**src/rtl/hdng_err_gen_if.sv**
```systemverilog
// Heading-error bus: gyro/desired heading samples and control in,
// saturated error with strobe and sequencer status out.
interface hdng_err_gen_if;
  logic signed [11:0] heading;
  logic               hdng_vld;
  logic signed [11:0] dsrd_hdng;
  logic               go;
  logic               clr;
  logic signed [9:0]  err_sat;
  logic               err_vld;
  logic               moving;
  logic               settled;

  modport master (
    output heading, hdng_vld, dsrd_hdng, go, clr,
    input  err_sat, err_vld, moving, settled
  );

  modport slave (
    input  heading, hdng_vld, dsrd_hdng, go, clr,
    output err_sat, err_vld, moving, settled
  );
endinterface

```
**src/rtl/hdng_err_gen.sv**
```systemverilog
// Two-stage heading-error producer: wrapped difference, 10-bit saturation,
// soft-start clamp ramp and a settled detector for the motion sequencer.
module hdng_err_gen #(
  parameter int RAMP_STEP  = 32,
  parameter int SETTLE_THR = 16,
  parameter int SETTLE_CNT = 8
) (
  input logic           clk,
  input logic           rst_n,
  hdng_err_gen_if.slave bus
);

  typedef enum logic [1:0] {IDLE, RAMP, TRACK} state_t;

  state_t             state, state_nxt;
  logic               s1_vld;
  logic signed [11:0] s1_diff;
  logic [8:0]         clamp;
  logic [10:0]        clamp_sum;
  logic [8:0]         clamp_nxt;
  logic [7:0]         cnt;
  logic               settled_q;
  logic signed [9:0]  err_sat_q;
  logic               err_vld_q;
  logic               upd;
  logic signed [11:0] lim;
  logic signed [11:0] sat12;
  logic [11:0]        mag;
  logic               in_band;

  // A go or clr arriving with the stage-2 edge wins over the sample.
  always_comb begin
    upd       = s1_vld & ~bus.clr & ~bus.go;
    clamp_sum = {2'b00, clamp} + 11'(RAMP_STEP);
    clamp_nxt = (clamp_sum >= 11'd511) ? 9'd511 : clamp_sum[8:0];
    lim       = signed'({3'b000, clamp});
    sat12     = s1_diff;
    if (sat12 > 12'sd511)
      sat12 = 12'sd511;
    else if (sat12 < -12'sd512)
      sat12 = -12'sd512;
    if (state == RAMP) begin
      if (sat12 > lim)
        sat12 = lim;
      else if (sat12 < -lim)
        sat12 = -lim;
    end
    mag     = sat12[11] ? 12'(-sat12) : 12'(sat12);
    in_band = (mag <= 12'(SETTLE_THR));
  end

  always_comb begin
    state_nxt = state;
    if (bus.clr)
      state_nxt = IDLE;
    else if (bus.go)
      state_nxt = RAMP;
    else if (upd && state == RAMP && clamp_nxt == 9'd511)
      state_nxt = TRACK;
  end

  always_ff @(posedge clk or negedge rst_n) begin
    if (!rst_n)
      state <= IDLE;
    else
      state <= state_nxt;
  end

  // Samples seen while idle never enter the pipe; clr flushes whatever is in it.
  always_ff @(posedge clk or negedge rst_n) begin
    if (!rst_n) begin
      s1_vld    <= 1'b0;
      s1_diff   <= '0;
      clamp     <= 9'(RAMP_STEP);
      cnt       <= '0;
      settled_q <= 1'b0;
      err_sat_q <= '0;
      err_vld_q <= 1'b0;
    end else begin
      err_vld_q <= 1'b0;
      s1_vld    <= bus.hdng_vld && (state != IDLE) && !bus.clr;
      if (bus.hdng_vld)
        s1_diff <= bus.heading - bus.dsrd_hdng;
      if (bus.clr) begin
        clamp     <= 9'(RAMP_STEP);
        cnt       <= '0;
        settled_q <= 1'b0;
        err_sat_q <= '0;
      end else if (bus.go) begin
        clamp     <= 9'(RAMP_STEP);
        cnt       <= '0;
        settled_q <= 1'b0;
      end else if (s1_vld) begin
        err_sat_q <= sat12[9:0];
        err_vld_q <= 1'b1;
        if (state == RAMP)
          clamp <= clamp_nxt;
        if (in_band) begin
          if ({1'b0, cnt} < 9'(SETTLE_CNT))
            cnt <= cnt + 8'd1;
          if ({1'b0, cnt} + 9'd1 >= 9'(SETTLE_CNT))
            settled_q <= 1'b1;
        end else begin
          cnt       <= '0;
          settled_q <= 1'b0;
        end
      end
    end
  end

  assign bus.err_sat = err_sat_q;
  assign bus.err_vld = err_vld_q;
  assign bus.settled = settled_q;
  assign bus.moving  = (state != IDLE);

endmodule
```
**src/flat_wrapper.sv**
```systemverilog
// flat-port wrapper written by rule: the top's interface ports become plain ports
module hdng_err_gen_flat 
#(
  parameter int RAMP_STEP  = 32,
  parameter int SETTLE_THR = 16,
  parameter int SETTLE_CNT = 8
)
  (clk, rst_n, bus_heading, bus_hdng_vld, bus_dsrd_hdng, bus_go, bus_clr, bus_err_sat, bus_err_vld, bus_moving, bus_settled);
  hdng_err_gen_if bus_i ();
  input logic clk;
  input logic rst_n;
  input wire logic [$bits(bus_i.heading)-1:0] bus_heading;
  input wire logic [$bits(bus_i.hdng_vld)-1:0] bus_hdng_vld;
  input wire logic [$bits(bus_i.dsrd_hdng)-1:0] bus_dsrd_hdng;
  input wire logic [$bits(bus_i.go)-1:0] bus_go;
  input wire logic [$bits(bus_i.clr)-1:0] bus_clr;
  output wire logic [$bits(bus_i.err_sat)-1:0] bus_err_sat;
  output wire logic [$bits(bus_i.err_vld)-1:0] bus_err_vld;
  output wire logic [$bits(bus_i.moving)-1:0] bus_moving;
  output wire logic [$bits(bus_i.settled)-1:0] bus_settled;
  assign bus_i.heading = bus_heading;
  assign bus_i.hdng_vld = bus_hdng_vld;
  assign bus_i.dsrd_hdng = bus_dsrd_hdng;
  assign bus_i.go = bus_go;
  assign bus_i.clr = bus_clr;
  assign bus_err_sat = bus_i.err_sat;
  assign bus_err_vld = bus_i.err_vld;
  assign bus_moving = bus_i.moving;
  assign bus_settled = bus_i.settled;
  hdng_err_gen #(.RAMP_STEP(RAMP_STEP), .SETTLE_THR(SETTLE_THR), .SETTLE_CNT(SETTLE_CNT)) u_core (.clk(clk), .rst_n(rst_n), .bus(bus_i));
endmodule
```
**config.mk**
```make
export PLATFORM = sky130hd
export DESIGN_NAME = hdng_err_gen_flat
export DESIGN_NICKNAME = d
export VERILOG_FILES = /design/src/rtl/hdng_err_gen_if.sv /design/src/rtl/hdng_err_gen.sv /design/src/flat_wrapper.sv
export SDC_FILE = /design/constraint.sdc
export NUM_CORES = 1
export LEC_CHECK = 0
export CAP_MARGIN = 10
export CORE_MARGIN = 5
export CORE_UTILIZATION = 30
export DETAILED_ROUTE_END_ITERATION = 7
export SLEW_MARGIN = 25
export SYNTH_ARGS = -nofsm -noshare
export SYNTH_HDL_FRONTEND = slang
export SYNTH_SLANG_ARGS = --single-unit
```
**constraint.sdc**
```tcl
create_clock -name clk -period 12.4 [get_ports clk]
set_input_delay 1.86 -clock clk [delete_from_list [all_inputs] [get_ports clk]]
set_output_delay 1.86 -clock clk [all_outputs]
set_load 0.005 [all_outputs]
```
# Word-level counts from Yosys, hierarchy flattened
# Cells that the tools add are included.
# W data, S select, Z words.
dict set report classes {
  add_sub_neg 6
  magnitude_cmp 8
  eq_ne 5
  n_mux 30
  n_bitwise 4
  n_reduce_logical 14
}
# cell count
set ops {}
lappend ops {{$mux W12} 6}
lappend ops {{$mux W9} 5}
lappend ops {{$mux W8} 5}
lappend ops {{$mux W10} 3}
lappend ops {{$gt A12 B10 Y1} 1}
lappend ops {{$gt A12 B10 Y1 const B} 1}
lappend ops {{$le A12 B5 Y1 const B} 1}
lappend ops {{$lt A12 B10 Y1 const B} 1}
lappend ops {{$lt A12 B12 Y1} 1}
lappend ops {{$neg A12 Y12} 1}
lappend ops {{$neg A9 Y12} 1}
lappend ops {{$sub A12 B12 Y12} 1}
lappend ops {{$ge A11 B9 Y1 const B} 1}
lappend ops {{$add A9 B6 Y10 const B} 1}
lappend ops {{$add A8 B1 Y9 const B} 1}
lappend ops {{$eq A9 B9 Y1 const B} 1}
lappend ops {{$ge A9 B4 Y1 const B} 1}
lappend ops {{$reduce_bool A3 Y1} 3}
lappend ops {{$add A8 B1 Y8 const B} 1}
lappend ops {{$lt A8 B4 Y1 const B} 1}
lappend ops {{$mux W1} 8}
lappend ops {{$ne A4 B4 Y1 const B} 2}
lappend ops {{$reduce_and A2 Y1} 4}
lappend ops {{$mux W2} 3}
lappend ops {{other kinds (7)} 13}
dict set report totals {
  register_bits 44
  in_bits 29
  output_inout_bits 13
  wordCells 75
}

# Depth between registers and ports, before layout
dict set report logic_depth {
  ltp_word 14
  depth_mapped 21
  depth_no_buf 19
}

# Worst setup path after synthesis
# Ideal clock, no wire load.
dict set report synth_path {
  kind {register -> register}
  startpoint {reg u_core.clamp[1]}
  endpoint {reg u_core.cnt[2]}
  setup_ns 0.082
  arrival_time_ns 4.987
  required_time_ns 12.318
  setup_slack_ns 7.331
  path_stages_with_launch 22
  path_buffers 2
  synth_period_minus_slack_ns 5.069
  path_cell_list {dfrtp_1 > inv_1 > ha_1 > or3b_2 > or3_1 > nor3_1 > nand2_1 > inv_1 > ha_1 > nand4_2 > nor3_2 > or3_4 > or4b_1 > buf_2 > and2_4 > buf_6 > a311o_1 > nor3_2 > o2111a_1 > a31oi_1 > or4b_1 > a31oi_1}
}
dict set report synth_via {
  elab_chain_len 12
  elab_cells_between_ends 15
  cone_classes {add/sub (2); order compare (3); eq/ne (1); mux (8); reduce/logical (1)}
}
# element line
set synth_rtl {}
lappend synth_rtl {{from (decl)} hdng_err_gen.sv:18} ;# logic [8:0] clamp;
lappend synth_rtl {{from (signal assigned)} hdng_err_gen.sv:74} ;# clamp <= 9'(RAMP_STEP);
lappend synth_rtl {{from (signal assigned)} hdng_err_gen.sv:85} ;# clamp <= 9'(RAMP_STEP);
lappend synth_rtl {{from (signal assigned)} hdng_err_gen.sv:90} ;# clamp <= 9'(RAMP_STEP);
lappend synth_rtl {{$neg A9 Y12} {hdng_err_gen.sv:45, hdng_err_gen.sv:46}}
lappend synth_rtl {{$lt A12 B12 Y1} hdng_err_gen.sv:45} ;# else if (sat12 < -lim)
lappend synth_rtl {{$mux W12} hdng_err_gen.sv:45}
lappend synth_rtl {{$mux W12 (*)} hdng_err_gen.sv:43} ;# if (sat12 > lim)
lappend synth_rtl {{$mux W12 (*)} hdng_err_gen.sv:42} ;# if (state == RAMP) begin
lappend synth_rtl {{$neg A12 Y12} hdng_err_gen.sv:48} ;# mag = sat12[11] ? 12'(-sat12) : 12'(sat12);
lappend synth_rtl {{$mux W12 (*)} hdng_err_gen.sv:48}
lappend synth_rtl {{$le A12 B5 Y1 (*)} hdng_err_gen.sv:49} ;# in_band = (mag <= 12'(SETTLE_THR));
lappend synth_rtl {{$mux W8} hdng_err_gen.sv:98} ;# if (in_band) begin
lappend synth_rtl {{$mux W8} hdng_err_gen.sv:93} ;# end else if (s1_vld) begin
lappend synth_rtl {{$mux W8} hdng_err_gen.sv:89} ;# end else if (bus.go) begin
lappend synth_rtl {{$mux W8} hdng_err_gen.sv:84} ;# if (bus.clr) begin
lappend synth_rtl {{to (signal assigned)} hdng_err_gen.sv:100} ;# cnt <= cnt + 8'd1;
lappend synth_rtl {{to (decl)} hdng_err_gen.sv:21} ;# logic [7:0] cnt;
# Every way passes the cells marked *; elsewhere a longest branch is shown, timed or not. The select of a mux whose other input is x is not followed.
# A chain may end at the register's enable or synchronous reset.

# Worst setup path after layout
# Ends and elaborated chain as after synthesis.

==> reports/qor.yml <==
status: "finished clean"
end_kind: "flip-flop"
placed_area_sq_um: 4180
whs_ns: 0.490
synth_commonest_cells: "43 x dfrtp_1, 43 x inv_1, 42 x nand2_1"
grt_overflow: 0
synth_edf_count: 0
vdd_drop_max_mv: 0.0473
ys_seq_elements: 44
hold_path.class: "flip-flop to flip-flop"
vias_per_cell: 5.25
synth_top_area_share_pct: 29.4
antenna_found_initial: 0
hp-start: "u_core.cnt[4]"
drc: 0
synth_area_leaders: "dfrtp_1 29%, ha_1 13%, a21oi_1 4.8%"
numCtsBuffers: 5
cts_tree: "done"
cts_hold_buf: 0
drv_slew: 0
crit_fanout: 7
grt_max_degree: 45
slew_headroom_pct: 52.3
cts_root_buf: "clkbuf_16"
max_slew.worst_pin.slew_ns: 0.713
critPathRequiredTime_ns: 12.62
area_growth_pct: 18.6
synth_top_area_cell: "dfrtp_1"
path_clk_slew_ns: 0.07
rsz0062_at_grt: "no"
place_hpwl_mm: 7.34
setup_viol: 0
htree_levels: 2
r2r-start: "u_core.clamp[1]"
ant_nets: 0
clockBufferDepth: 2
period_minus_slack_ns: 5.68
setup_tns_ns: 0
post-route-period-util_pct: 45.8
synth.yosys.seq_area_share_pct: 30.1
coreArea_sq_um: 12000
fin_util_pct: 36.3
netlist_instances: 440
fin_worst_skew_ns: 0.00705
clock_latency_ns: 0.29
routedWlPerCell_microns: 14.6
diodes: 0
totalWireLength_mm: 9.10
p_leak_uw: 0.00197
port_buffers: 41
post_cts_resize_count: 0
drt_first_pass_iters: 5
cap_violations: 0
p_per_area_nw_per_um2: 126
gp_congestion: 0.899
max_freq_mhz: 176
cts.sinks: 44
cp-start-kind: "flip-flop"
final_nets: 542
vias: 3258
startpoint: "u_core.clamp[1]"
die_y_microns: 120
regToRegSetupSlack_ns: 6.72
wl_met1_mm: 3.86
synthFlopType: "dfrtp_1"
grt_pass1_wl_mm: 15.2
grt_use_total_pct: 12.7
die_w_microns: 120
ioPinCount: 42
grt_pass1_vias: 3226
final_area_sq_um: 4340
worstPathArrival_ns: 5.89
synth.net_count: 509
ys_warn_count: 0
postCtsSetupRepairBufs: 0
criticalPathCategory: "flip-flop to flip-flop"
synth_area_per_cell_sq_um: 8.32
async_reset_ff_share_pct: 100
die_area_sq_um: 14500
drive_above_1_share_pct: 6.12
drtIter0Drc: 125
route.met2.wl_mm: 4.61
start_util_pct: 30.6
syn-cell-area_sq_um: 3660
totalPowerFinal_uw: 546
hold_violations: 0
row_count: 40
route.top_layer_used: "met4"
yosysUniqueCellTypes: 62
dr_wl_met3_microns: 420
[per-stage QoR]
stage                     instances  setup WS [ns]
after detailed placement        613           6.78
after CTS                       621           6.78
after floorplan                 440           7.33
after global placement          613           6.92
final                           621           6.72
after global routing            621           6.40
[state kept, by name, summed over array words and instances (netlist names)]
name	cells
u_core.cnt	8
u_core.state	2
u_core.bus.err_vld	1
u_core.s1_vld	1
u_core.s1_diff	12
u_core.bus.settled	1
u_core.clamp	9
u_core.bus.err_sat	10
[path summary, 6_finish.rpt]
check | to | cells after the start
max in group asynchronous | u_core.s1_diff[0] | 1
max reg2reg | u_core.cnt[2] | 19
max | u_core.cnt[2] | 19
min reg2reg | u_core.cnt[4] | 1
min | u_core.cnt[4] | 1
min in group asynchronous | u_core.bus.err_sat[9] | 1
[cell usage in the layout, fill, tap and decap left out, drive strengths merged, types with 7 or more instances in the layout]
cell	count
inv	43
dfrtp	43
nand2	42
clkdlybuf4s50	40
ha	39
a21oi	36
nor2	30
o21ai	24
nand3	15
a21o	14
nor3	13
xnor2	10
nand2b	10
nor2b	10
and2	9
mux2i	8
mux2	7
[power by group]
group	internal, uW	total, uW	switching, uW
combinational	102	248	146
clock	80.2	138	57.4
sequential	153	161	7.19
[metal layers]
layer  up-vias  global-route usage [%]
met5         -                       0
met4         0                    4.32
met3        15                    1.68
met2        81                    22.6
met1      1548                    15.7
li1       1614                       -
[logic make-up (layout without fill, tap and decap cells)]
kind of cell,after synthesis,after routing,share of synthesized area (%)
buf+inv,58,92,6.22
fa+ha+maj,40,40,13.9
mux,15,15,4.34
compound gates,117,117,20.9
simple gates,154,154,21.6
flops,44,44,30.1
xor+xnor,12,12,2.87
[critical path, cell delays in order (launching register included)]
cell     delay [ns]
dfrtp_1        0.45
inv_1          0.14
ha_1           0.24
or3b_2         0.49
or3_1          0.35
nor3_1         0.21
nand2_1        0.16
inv_1          0.08
ha_1           0.24
nand4_2        0.14
nor3_2         0.06
or3_4          0.39
or4b_1         0.68
a21oi_2        0.37
a22oi_1        0.12
o21a_1         0.16
o41ai_1        0.40
a31oi_1        0.23
or4b_1         0.54
a31oi_1        0.17
[final cells by class]
| class | instances | area, sq um |
|---|---|---|
| Tap cell | 147 | 184 |
| Timing Repair Buffer | 41 | 408 |
| Sequential cell | 44 | 1100 |
| Fill cell | 1220 | 7620 |
| Clock buffer | 6 | 139 |
| Clock inverter | 2 | 15.0 |
| Multi-Input combinational cell | 338 | 2330 |
| Inverter | 43 | 161 |
(Power assumes the default switching activity.)
